File: config.mk
export PLATFORM = sky130hd
export DESIGN_NAME = psram_arbiter
export DESIGN_NICKNAME = d
export VERILOG_FILES = /design/src/rtl/psram_pkg.sv /design/src/rtl/psram_arbiter_rr_arb2.sv /design/src/rtl/psram_arbiter.sv
export SDC_FILE = /design/constraint.sdc
export NUM_CORES = 1
export LEC_CHECK = 0
export ABC_CLOCK_PERIOD_IN_PS = 3900
export BUFFER_PORTS_ARGS = -buffer_cell sky130_fd_sc_hd__buf_4
export CORE_UTILIZATION = 45
export DETAILED_ROUTE_END_ITERATION = 10
export PLACE_DENSITY_LB_ADDON = 0.05
export SYNTH_ARGS = -nofsm -noshare
export SYNTH_HDL_FRONTEND = slang
export SYNTH_SLANG_ARGS = --single-unit
File: constraint.sdc
create_clock -name i_mem_clk -period 3.9 [get_ports i_mem_clk]
set_input_delay 0.585 -clock i_mem_clk [delete_from_list [all_inputs] [get_ports i_mem_clk]]
set_output_delay 0.585 -clock i_mem_clk [all_outputs]
set_load 0.03 [all_outputs]
File: src/rtl/psram_pkg.sv
// Shared types and constants for the PSRAM request arbiter.
package psram_pkg;

    localparam int PSRAM_AW = 23;
    localparam int PSRAM_DW = 16;

    localparam logic [1:0] RW_NONE  = 2'd0;
    localparam logic [1:0] RW_WRITE = 2'd1;
    localparam logic [1:0] RW_READ  = 2'd2;

    typedef enum logic [2:0] {
        ST_IDLE,
        ST_ARB,
        ST_START,
        ST_GUARD,
        ST_BUSY,
        ST_DONE,
        ST_GAP
    } state_t;

endpackage

File: src/rtl/psram_arbiter_rr_arb2.sv
// Two-requester round-robin grant; the winner is remembered only when i_update is high.
module rr_arb2 (
    input  logic       i_clk,
    input  logic       i_rst_n,
    input  logic [1:0] i_req,
    input  logic       i_update,
    output logic       o_grant
);

    logic r_last_grant;

    always_comb begin
        if (i_req == 2'b11) begin
            o_grant = ~r_last_grant;
        end else begin
            o_grant = i_req[1];
        end
    end

    // Reset to 1 so port 0 wins the first contended grant.
    always_ff @(posedge i_clk or negedge i_rst_n) begin
        if (!i_rst_n) begin
            r_last_grant <= 1'b1;
        end else if (i_update) begin
            r_last_grant <= o_grant;
        end
    end

endmodule

File: src/rtl/psram_arbiter.sv
// Two-port round-robin sequencer in front of the psram controller, with
// CE-high gap enforcement and a BUSY watchdog.
//
// state    | meaning
// ---------+---------------------------------------------------------
// ST_IDLE  | waiting for qpi_on and a valid request
// ST_ARB   | pulse req_ready to the winner, latch its command fields
// ST_START | quad_start pulse, command driven to psram
// ST_GUARD | endcommand ignored (still high from previous transaction)
// ST_BUSY  | wait for endcommand, watchdog running
// ST_DONE  | response pulse
// ST_GAP   | enforced idle before the next grant
module psram_arbiter
    import psram_pkg::*;
#(
    parameter int TIMEOUT      = 64,
    parameter int GUARD_CYCLES = 2,
    parameter int GAP_CYCLES   = 2
) (
    input  logic                i_mem_clk,
    input  logic                i_rst_n,
    input  logic [1:0]          i_req_valid,
    input  logic [1:0]          i_req_we,
    input  logic [PSRAM_AW-1:0] i_req_addr0,
    input  logic [PSRAM_AW-1:0] i_req_addr1,
    input  logic [PSRAM_DW-1:0] i_req_wdata0,
    input  logic [PSRAM_DW-1:0] i_req_wdata1,
    output logic [1:0]          o_req_ready,
    output logic                o_rsp_valid,
    output logic                o_rsp_id,
    output logic [PSRAM_DW-1:0] o_rsp_rdata,
    output logic                o_rsp_err,
    output logic                o_busy,
    output logic                o_timeout_err,
    input  logic                i_qpi_on,
    input  logic                i_endcommand,
    input  logic [PSRAM_DW-1:0] i_data_out,
    output logic                o_quad_start,
    output logic [1:0]          o_read_write,
    output logic [PSRAM_AW-1:0] o_address,
    output logic [PSRAM_DW-1:0] o_data_in
);

    localparam int CW = $clog2(TIMEOUT) + 1;
    localparam logic [CW-1:0] TO_LAST    = CW'(TIMEOUT - 1);
    localparam logic [CW-1:0] GUARD_LAST = CW'(GUARD_CYCLES - 1);
    localparam logic [CW-1:0] GAP_LAST   = CW'(GAP_CYCLES - 1);

    state_t              r_state;
    state_t              w_state_nxt;
    logic [CW-1:0]       r_cnt;
    logic                r_owner;
    logic                w_grant;
    logic                w_arb_update;
    logic                w_timeout;
    logic                w_done;
    logic                w_sel_we;
    logic [PSRAM_AW-1:0] w_sel_addr;
    logic [PSRAM_DW-1:0] w_sel_wdata;

    logic [1:0]          r_req_ready;
    logic                r_rsp_valid;
    logic                r_rsp_id;
    logic [PSRAM_DW-1:0] r_rsp_rdata;
    logic                r_rsp_err;
    logic                r_busy;
    logic                r_timeout_err;
    logic                r_quad_start;
    logic [1:0]          r_read_write;
    logic [PSRAM_AW-1:0] r_address;
    logic [PSRAM_DW-1:0] r_data_in;

    rr_arb2 u_rr_arb2 (
        .i_clk    (i_mem_clk),
        .i_rst_n  (i_rst_n),
        .i_req    (i_req_valid),
        .i_update (w_arb_update),
        .o_grant  (w_grant)
    );

    assign w_sel_we    = r_owner ? i_req_we[1]  : i_req_we[0];
    assign w_sel_addr  = r_owner ? i_req_addr1  : i_req_addr0;
    assign w_sel_wdata = r_owner ? i_req_wdata1 : i_req_wdata0;

    always_comb begin
        w_state_nxt = r_state;
        w_timeout   = 1'b0;
        case (r_state)
            ST_IDLE:  if (i_qpi_on && (i_req_valid != 2'b00)) w_state_nxt = ST_ARB;
            ST_ARB:   w_state_nxt = ST_START;
            ST_START: w_state_nxt = ST_GUARD;
            ST_GUARD: if (r_cnt == GUARD_LAST) w_state_nxt = ST_BUSY;
            ST_BUSY: begin
                // endcommand takes priority over a coincident watchdog expiry
                if (i_endcommand) begin
                    w_state_nxt = ST_DONE;
                end else if (r_cnt == TO_LAST) begin
                    w_state_nxt = ST_DONE;
                    w_timeout   = 1'b1;
                end
            end
            ST_DONE:  w_state_nxt = ST_GAP;
            ST_GAP:   if (r_cnt == GAP_LAST) w_state_nxt = ST_IDLE;
            default:  w_state_nxt = ST_IDLE;
        endcase
    end

    assign w_arb_update = (r_state == ST_IDLE) && (w_state_nxt == ST_ARB);
    assign w_done       = (r_state == ST_BUSY) && (w_state_nxt == ST_DONE);

    always_ff @(posedge i_mem_clk or negedge i_rst_n) begin
        if (!i_rst_n) begin
            r_state       <= ST_IDLE;
            r_cnt         <= '0;
            r_owner       <= 1'b0;
            r_req_ready   <= 2'b00;
            r_rsp_valid   <= 1'b0;
            r_rsp_id      <= 1'b0;
            r_rsp_rdata   <= '0;
            r_rsp_err     <= 1'b0;
            r_busy        <= 1'b0;
            r_timeout_err <= 1'b0;
            r_quad_start  <= 1'b0;
            r_read_write  <= RW_NONE;
            r_address     <= '0;
            r_data_in     <= '0;
        end else begin
            r_state <= w_state_nxt;
            if (w_state_nxt != r_state) begin
                r_cnt <= '0;
            end else if (r_state != ST_IDLE) begin
                r_cnt <= r_cnt + 1'b1;
            end

            r_req_ready <= 2'b00;
            if (w_arb_update) begin
                r_req_ready <= w_grant ? 2'b10 : 2'b01;
                r_owner     <= w_grant;
            end

            // The command registers double as the psram-facing outputs.
            if (r_state == ST_ARB) begin
                r_read_write <= w_sel_we ? RW_WRITE : RW_READ;
                r_address    <= w_sel_addr;
                r_data_in    <= w_sel_wdata;
            end else if (w_state_nxt == ST_DONE) begin
                r_read_write <= RW_NONE;
            end

            r_quad_start <= (w_state_nxt == ST_START);
            r_busy       <= (w_state_nxt != ST_IDLE);

            r_rsp_valid <= 1'b0;
            r_rsp_err   <= 1'b0;
            r_rsp_rdata <= '0;
            if (w_done) begin
                r_rsp_valid <= 1'b1;
                r_rsp_id    <= r_owner;
                r_rsp_err   <= w_timeout;
                if (!w_timeout && (r_read_write == RW_READ)) begin
                    r_rsp_rdata <= i_data_out;
                end
            end

            if (w_timeout) begin
                r_timeout_err <= 1'b1;
            end
        end
    end

    assign o_req_ready   = r_req_ready;
    assign o_rsp_valid   = r_rsp_valid;
    assign o_rsp_id      = r_rsp_id;
    assign o_rsp_rdata   = r_rsp_rdata;
    assign o_rsp_err     = r_rsp_err;
    assign o_busy        = r_busy;
    assign o_timeout_err = r_timeout_err;
    assign o_quad_start  = r_quad_start;
    assign o_read_write  = r_read_write;
    assign o_address     = r_address;
    assign o_data_in     = r_data_in;

endmodule
==> metrics, run 1 <==
asr flop ratio synth=1.00; Slowest cell on crit path=dfrtp_1; Slew Limit Fails=0; Synth area leaders=dfrtp_1 (56%), mux2i_1 (12%), nand2_1 (6.6%), and2_1 (3.7%), o21ai_1 (3.7%); DRT Wirelength=7.70 mm; xor and xnor area share after synthesis=0; n_diodes=0; die area=7930 um2; flops & latches, synth=77; clk_lat worst skew=0.35 ns; switching pwr=1.47 mW; multiplexer area fraction after synthesis=0.124; fillcell total=590; Worst setup SP type=register; R2R Setup Slk=roughly 1.9 ns; Buf/Inv on CP=3; period utilization=0.524; max cap viols=0; Iteration-0 DRC Markers=68; Ys Warns=0; share of the synthesized area in the top cell type=0.558; layout cells sized above 1=0.410; synth unique cells=39; Switching Share=0.406; Seq pwr share=0.365; Final Hold Violating Endpoints=0; Worst Setup Slack, final=1.86 ns; Final #Nets=579; first-pass GRT wire length=11.8 mm; Worst Tran Pin Value=1.14 ns; H-Tree Depth=3; Reg clk slew, reported paths=0.08 ns; Max Root-Sink Buffers=2; Final Util=0.678; Core Area=between 7000 and 8000 um2; largest area contributor in the netlist=dfrtp_1; Tmin final=2.04 ns; Synth Area in Compound Gates=0.112; power share of the clock group=0.195; Setup Buffers After CTS=0; vias in the first global route=2522; Max Clk Rate=0.489 GHz; Lkg Pwr=2.56 nW; DRC violation count after routing=0; Worst Skew=approximately 0.009 ns; die span in x=approximately 89 um; Final Setup Violations=0; initial antenna violation count=0; clock root buffer=clkbuf_8; largest net degree at the start of global routing=78; Synth Area per Inst=between 10 and 15 um2; RR Endpoint=o_read_write[1]$_DFFE_PN0P_; HPWL Detailed=5.73 mm; most common cell in the synthesized netlist=dfrtp_1; Pwr per Cell Area=733 nW/um2; Synth-to-Final Area Change=45.0%; Critical Path, Cell by Cell=inv_1 -> nand2b_2 -> buf_4 -> inv_1 -> nand2_1 -> o21ai_1; Max stage delay on crit path=0.56 ns; Hold WC Path Type=in -> async; Final TNS setup=0 ns; placed inst area=between 4000 and 5000 um2; Synth Area in Simple Gates=0.160; Post-Syn Nets=between 400 and 500; worst path arrival time=2.28 ns; register area share after synthesis=0.565; Hold WS=0.354 ns; crit-path leading delay family=buffers and inverters; EDFF count, synth=0; Starting Density=0.468; post-route design area=4940 um2; CP dominant cell by count=inv_1; Cell Rows=31; Post-Place Worst Slack=1.86 ns; largest family of logic cells by synthesized area=simple AND/OR/NAND/NOR gates; DRT Pass-1 Iters=4; Vias per Instance=4.74; CP endpoint kind=register; Syn Inst Count=315; Main synth FF type=dfrtp_1; Die H=89.1 um; CTS Hold Bufs=0; I/O pins=approximately 170; Final ANT Viol Nets=0; CTS tree=done; Max-slew headroom=0.238; Gate power share=0.440; Post-synth top cells=dfrtp_1 (76), nand2_1 (60), mux2i_1 (40); Tot GR Track Use=0.201; status=finished, final reports clean; Worst R2R Path Depth=6; Int Pwr=about 2.2 mW; total number of vias=~2700; GR Overflow Total=0; Peak VDD IR=306 uV; RSZ-0062 raised after global routing=false; clock sinks=77; Synth Area in Adders=0.00734; WL/cell=roughly 13 um; Setup CP Type=reg -> reg; mapped cell area=3410 um2; post-CTS sizing=0; Worst Path Required=4.13 ns; crit-path max FO=42; cell depth of the worst setup path=6; input/output buffers=166; reg2reg start=r_state[1]$_DFF_PN0_; routability cong.=0.714; cts bufs inserted=9
## worst reg2reg max path: stages (launching register included)
cell and delay, ns:
dfrtp_1 0.56, inv_1 0.18, nand2b_2 0.52, buf_4 0.46, inv_1 0.10, nand2_1 0.07, o21ai_1 0.06
## cells by family (layout without fill, tap and decap cells)
group | after synthesis | in the layout
AOI/OAI and AO/OA | 64 | 64
adders and majority gates | 2 | 2
buffers and inverters | 24 | 189
DFF | 77 | 77
muxes | 42 | 42
and+or+nand+nor | 106 | 106
## worst max-delay path by stage
stage | from | endpoint | slack, ns
floorplan | r_cnt[1]$_DFFE_PN0P_ | r_state[0]$_DFF_PN0_ | 2.37
global placement | r_state[1]$_DFF_PN0_ | o_read_write[1]$_DFFE_PN0P_ | 1.94
detailed placement | r_state[1]$_DFF_PN0_ | o_read_write[1]$_DFFE_PN0P_ | 1.86
CTS | r_state[0]$_DFF_PN0_ | o_read_write[1]$_DFFE_PN0P_ | 1.85
global route | r_state[0]$_DFF_PN0_ | o_read_write[1]$_DFFE_PN0P_ | 1.63
finish | r_state[1]$_DFF_PN0_ | o_read_write[1]$_DFFE_PN0P_ | 1.86
## state kept, by name, indices dropped and copies added, names as in the netlist, 2 cells and up
register and flops:
o_data_in 16, r_cnt 7, r_state 3, o_rsp_rdata 16
o_address 23, o_read_write 2, o_req_ready 2
## through the flow
step                      std cells  total power [mW]
final                           579              3.63
after CTS                       579              3.67
after global placement          563              2.91
after global routing            579              3.88
after detailed placement        563              2.96
after floorplan                 315              2.35
## placed cells by master, fill, tap and decap left out, drive strengths merged
cell	instances
nand3	2
clkbuf	9
nor4	1
o31a	1
and2	21
a21boi	1
nor4b	2
o2bb2ai	1
mux2i	40
nand4	1
buf	167
dfrtp	76
mux2	2
clkinv	4
o32ai	4
bufinv	3
nor2b	2
nor3	4
nand2	60
or2	1
o21ai	46
dfstp	1
or3	1
a211oi	3
inv	6
a21oi	2
o21a	3
o211ai	1
ha	2
nor2	7
o22ai	1
nand2b	4
o211a	1
## metal layers
layer / share of wire / up-vias / wire [um] / global-route usage
met3: 0.077 / 8 / 596 / 0.0591
li1: - / 1394 / - / -
met1: 0.43 / 1245 / 3290 / 0.245
met2: 0.48 / 100 / 3700 / 0.329
met4: 0.014 / 0 / 110 / 0.0967
met5: 0 / - / 0 / 0
## power groups by stage
stage	logic (mW)	registers, mW	clock network [mW]
6_report	1.60	1.32	0.707
5_1_grt	1.74	1.38	0.763
4_1_cts	1.62	1.33	0.727
3_5_place_dp	1.61	1.35	0
3_3_place_gp	1.58	1.33	0
2_1_floorplan	0.705	1.65	0
## cell type report
type	count	area, um2	area share
well taps	99	124	0.0251
flip-flops and latches	77	1930	0.390
multi-input cells	214	1380	0.279
inverters	6	22.5	0.00455
clock inverters	7	114	0.0230
repair buffers	167	1250	0.254
clock buffers	9	124	0.0251
(Power assumes the default switching activity.)
==> run 2, diff against run 1 <==
--- a/config.mk
+++ b/config.mk
@@ -5,7 +5,7 @@
 export SDC_FILE = /design/constraint.sdc
 export NUM_CORES = 1
 export LEC_CHECK = 0
-export ABC_CLOCK_PERIOD_IN_PS = 3900
+export ABC_CLOCK_PERIOD_IN_PS = 2130
 export BUFFER_PORTS_ARGS = -buffer_cell sky130_fd_sc_hd__buf_4
 export CORE_UTILIZATION = 45
 export DETAILED_ROUTE_END_ITERATION = 10
==> constraint.sdc (replaced) <==
create_clock -name i_mem_clk -period 2.13 [get_ports i_mem_clk]
set_input_delay 0.3195 -clock i_mem_clk [delete_from_list [all_inputs] [get_ports i_mem_clk]]
set_output_delay 0.3195 -clock i_mem_clk [all_outputs]
set_load 0.03 [all_outputs]
==> metrics, run 2 (synthesis results as in run 1) <==
status=finished, violations left; failing checks=negative hold slack; largest net degree at the start of global routing=83 (+6.4%); Final #Nets=582 (+0.52%); Final TNS setup=0 ns (unchanged); Max-slew headroom=0.578 (+0.340); Final Hold Violating Endpoints=3 (+3); most frequent cells in the layout=buf_4 (167), dfrtp_1 (75), nand2_1 (60); RSZ-0062 raised after global routing=false; Max stage delay on crit path=0.39 ns (-0.17 ns); CTS Hold Bufs=0 (unchanged); dpl cells=566 (+0.53%); max cap viols=0 (unchanged); Max Root-Sink Buffers=2 (unchanged); WL/cell=13.5 um (+1.8%); Hold WS=-0.00497 ns (-0.359 ns); HPWL Detailed=6.05 mm (+5.6%); CTS tree=done; Max Clk Rate=0.605 GHz (+24%); clock sinks=77 (unchanged); Setup Buffers After CTS=0 (unchanged); Worst Setup Slack, final=0.477 ns (-1.38 ns); layout cells sized above 1=0.412 (+0.00159); Starting Density=0.468 (unchanged); GR Overflow Total=0 (unchanged); n_diodes=0 (unchanged); Worst Path Required=2.34 ns (-1.79 ns); Vias per Instance=4.85 (+2.3%); Tot GR Track Use=0.204 (+0.00288); reg2reg start=r_cnt[0]$_DFFE_PN0P_; Tmin final=1.65 ns (-0.392 ns); clk_lat worst skew=0.33 ns (-0.02 ns); Largest register FFs=23 (unchanged); Slowest cell on crit path=dfrtp_1; Worst R2R Path Depth=5 (-1); die span in x=89.1 um (unchanged); Synth-to-Final Area Change=46.8%; Worst Tran Pin Value=0.633 ns (-0.510 ns); Pwr per Cell Area=1340 nW/um2 (+83%); post-CTS sizing=0 (unchanged); Final Setup Violations=0 (unchanged); routability cong.=0.770 (+7.8%); crit-path max FO=5 (-88%); DRT Pass-1 Iters=5 (+1); Setup CP Type=reg -> reg; first-pass GRT wire length=12.1 mm (+3.1%); filler-free cell count of the finished design=582 (+0.52%); worst path arrival time=1.87 ns (-0.41 ns); Hold WC Path Type=in -> async; Final ANT Viol Nets=0 (unchanged); H-Tree Depth=3 (unchanged); vias in the first global route=2603 (+3.2%); Slew Limit Fails=0 (unchanged); total power=6.71 mW (+85%); Peak VDD IR=547 uV (+79%); Critical Path, Cell by Cell=ha_1 -> nand3_2 -> o31a_1 -> nor3_2 -> o21ai_1; Cell Rows=31 (unchanged); Iteration-0 DRC Markers=141 (+110%); DRT Wirelength=7.88 mm (+2.4%); RR Endpoint=r_cnt[6]$_DFFE_PN0P_; CP endpoint kind=register; Reg clk slew, reported paths=0.08 ns (about the same); most common cell after layout, fill and taps aside=buf_4; DRC violation count after routing=0 (unchanged); input/output buffers=166 (unchanged); Worst setup SP type=register; clock root buffer=clkbuf_8; Worst Skew=0.00530 ns (-0.00351 ns); I/O pins=167 (unchanged); R2R Setup Slk=0.48 ns (-1.38 ns); total number of vias=2825 (+2.8%); initial antenna violation count=0 (unchanged); period utilization=0.776 (+0.252); fillcell total=588 (-0.34%); Lkg Pwr=2.58 nW (+0.89%); die area=7930 um2 (unchanged); Die H=89.1 um (unchanged); cts bufs inserted=9 (unchanged); Core Area=7290 um2 (unchanged); Post-Place Worst Slack=0.499 ns (-1.36 ns)
## run 2: changes by cell type in the layout (fill, tap and decap cells not counted)
cell	change
buf_12	+3
clkinv_2	-2
clkbuf_1	+1
clkinvlp_4	+1
## run 2: worst max-delay path by stage
| stage | slack, ns | end | start | cells after the start |
|---|---|---|---|---|
| after global placement | 0.52 | r_state[0]$_DFF_PN0_ | r_cnt[1]$_DFFE_PN0P_ | 6 |
| after global routing | 0.33 | o_rsp_rdata[7]$_DFF_PN0_ | r_state[0]$_DFF_PN0_ | 3 |
| after CTS | 0.48 | o_rsp_rdata[15]$_DFF_PN0_ | r_state[0]$_DFF_PN0_ | 3 |
| final | 0.48 | r_cnt[6]$_DFFE_PN0P_ | r_cnt[0]$_DFFE_PN0P_ | 5 |
| after detailed placement | 0.50 | o_rsp_id$_DFFE_PN0P_ | r_cnt[0]$_DFFE_PN0P_ | 5 |
| after floorplan | 0.60 | r_state[0]$_DFF_PN0_ | r_cnt[1]$_DFFE_PN0P_ | 6 |
## run 2: stage by stage
stage	instance area, um2	utilization
5_1_grt	5010	0.687
2_1_floorplan	3410	-
6_report	5010	0.687
3_3_place_gp	4770	0.654
3_5_place_dp	4770	0.654
4_1_cts	5010	0.687
## run 2: metal layers
layer / vias up / share of wire / routed length, um / track usage
met4: 0 / 0.013 / 99 / 0.0736
met5: - / 0 / 0 / 0
met2: 108 / 0.48 / 3820 / 0.334
li1: 1397 / - / - / -
met3: 10 / 0.089 / 705 / 0.0665
met1: 1310 / 0.41 / 3260 / 0.255
## run 2: power breakdown
group          internal (mW)  total, mW  leakage [nW]  switching [mW]
Sequential              1.95       2.33         0.987           0.385
Clock                  0.778       1.28         0.116           0.506
Combinational           1.27       3.09          1.48            1.82
## run 2: worst max-delay path, delay by kind of cell (launching register included)
| family | cells | cell delay, ns |
|---|---|---|
| compound gates | 2 | 0.50 |
| fa+ha+maj | 1 | 0.22 |
| flops | 1 | 0.39 |
| simple gates | 2 | 0.43 |
## run 2: layout make-up
type	instances	area, um2	area share
Clock buffer	10	128	0.0255
Clock inverter	6	111	0.0222
Inverter	6	22.5	0.00450
Multi-Input combinational cell	214	1380	0.275
Sequential cell	77	1930	0.385
Tap cell	99	124	0.0247
Timing Repair Buffer	170	1310	0.262
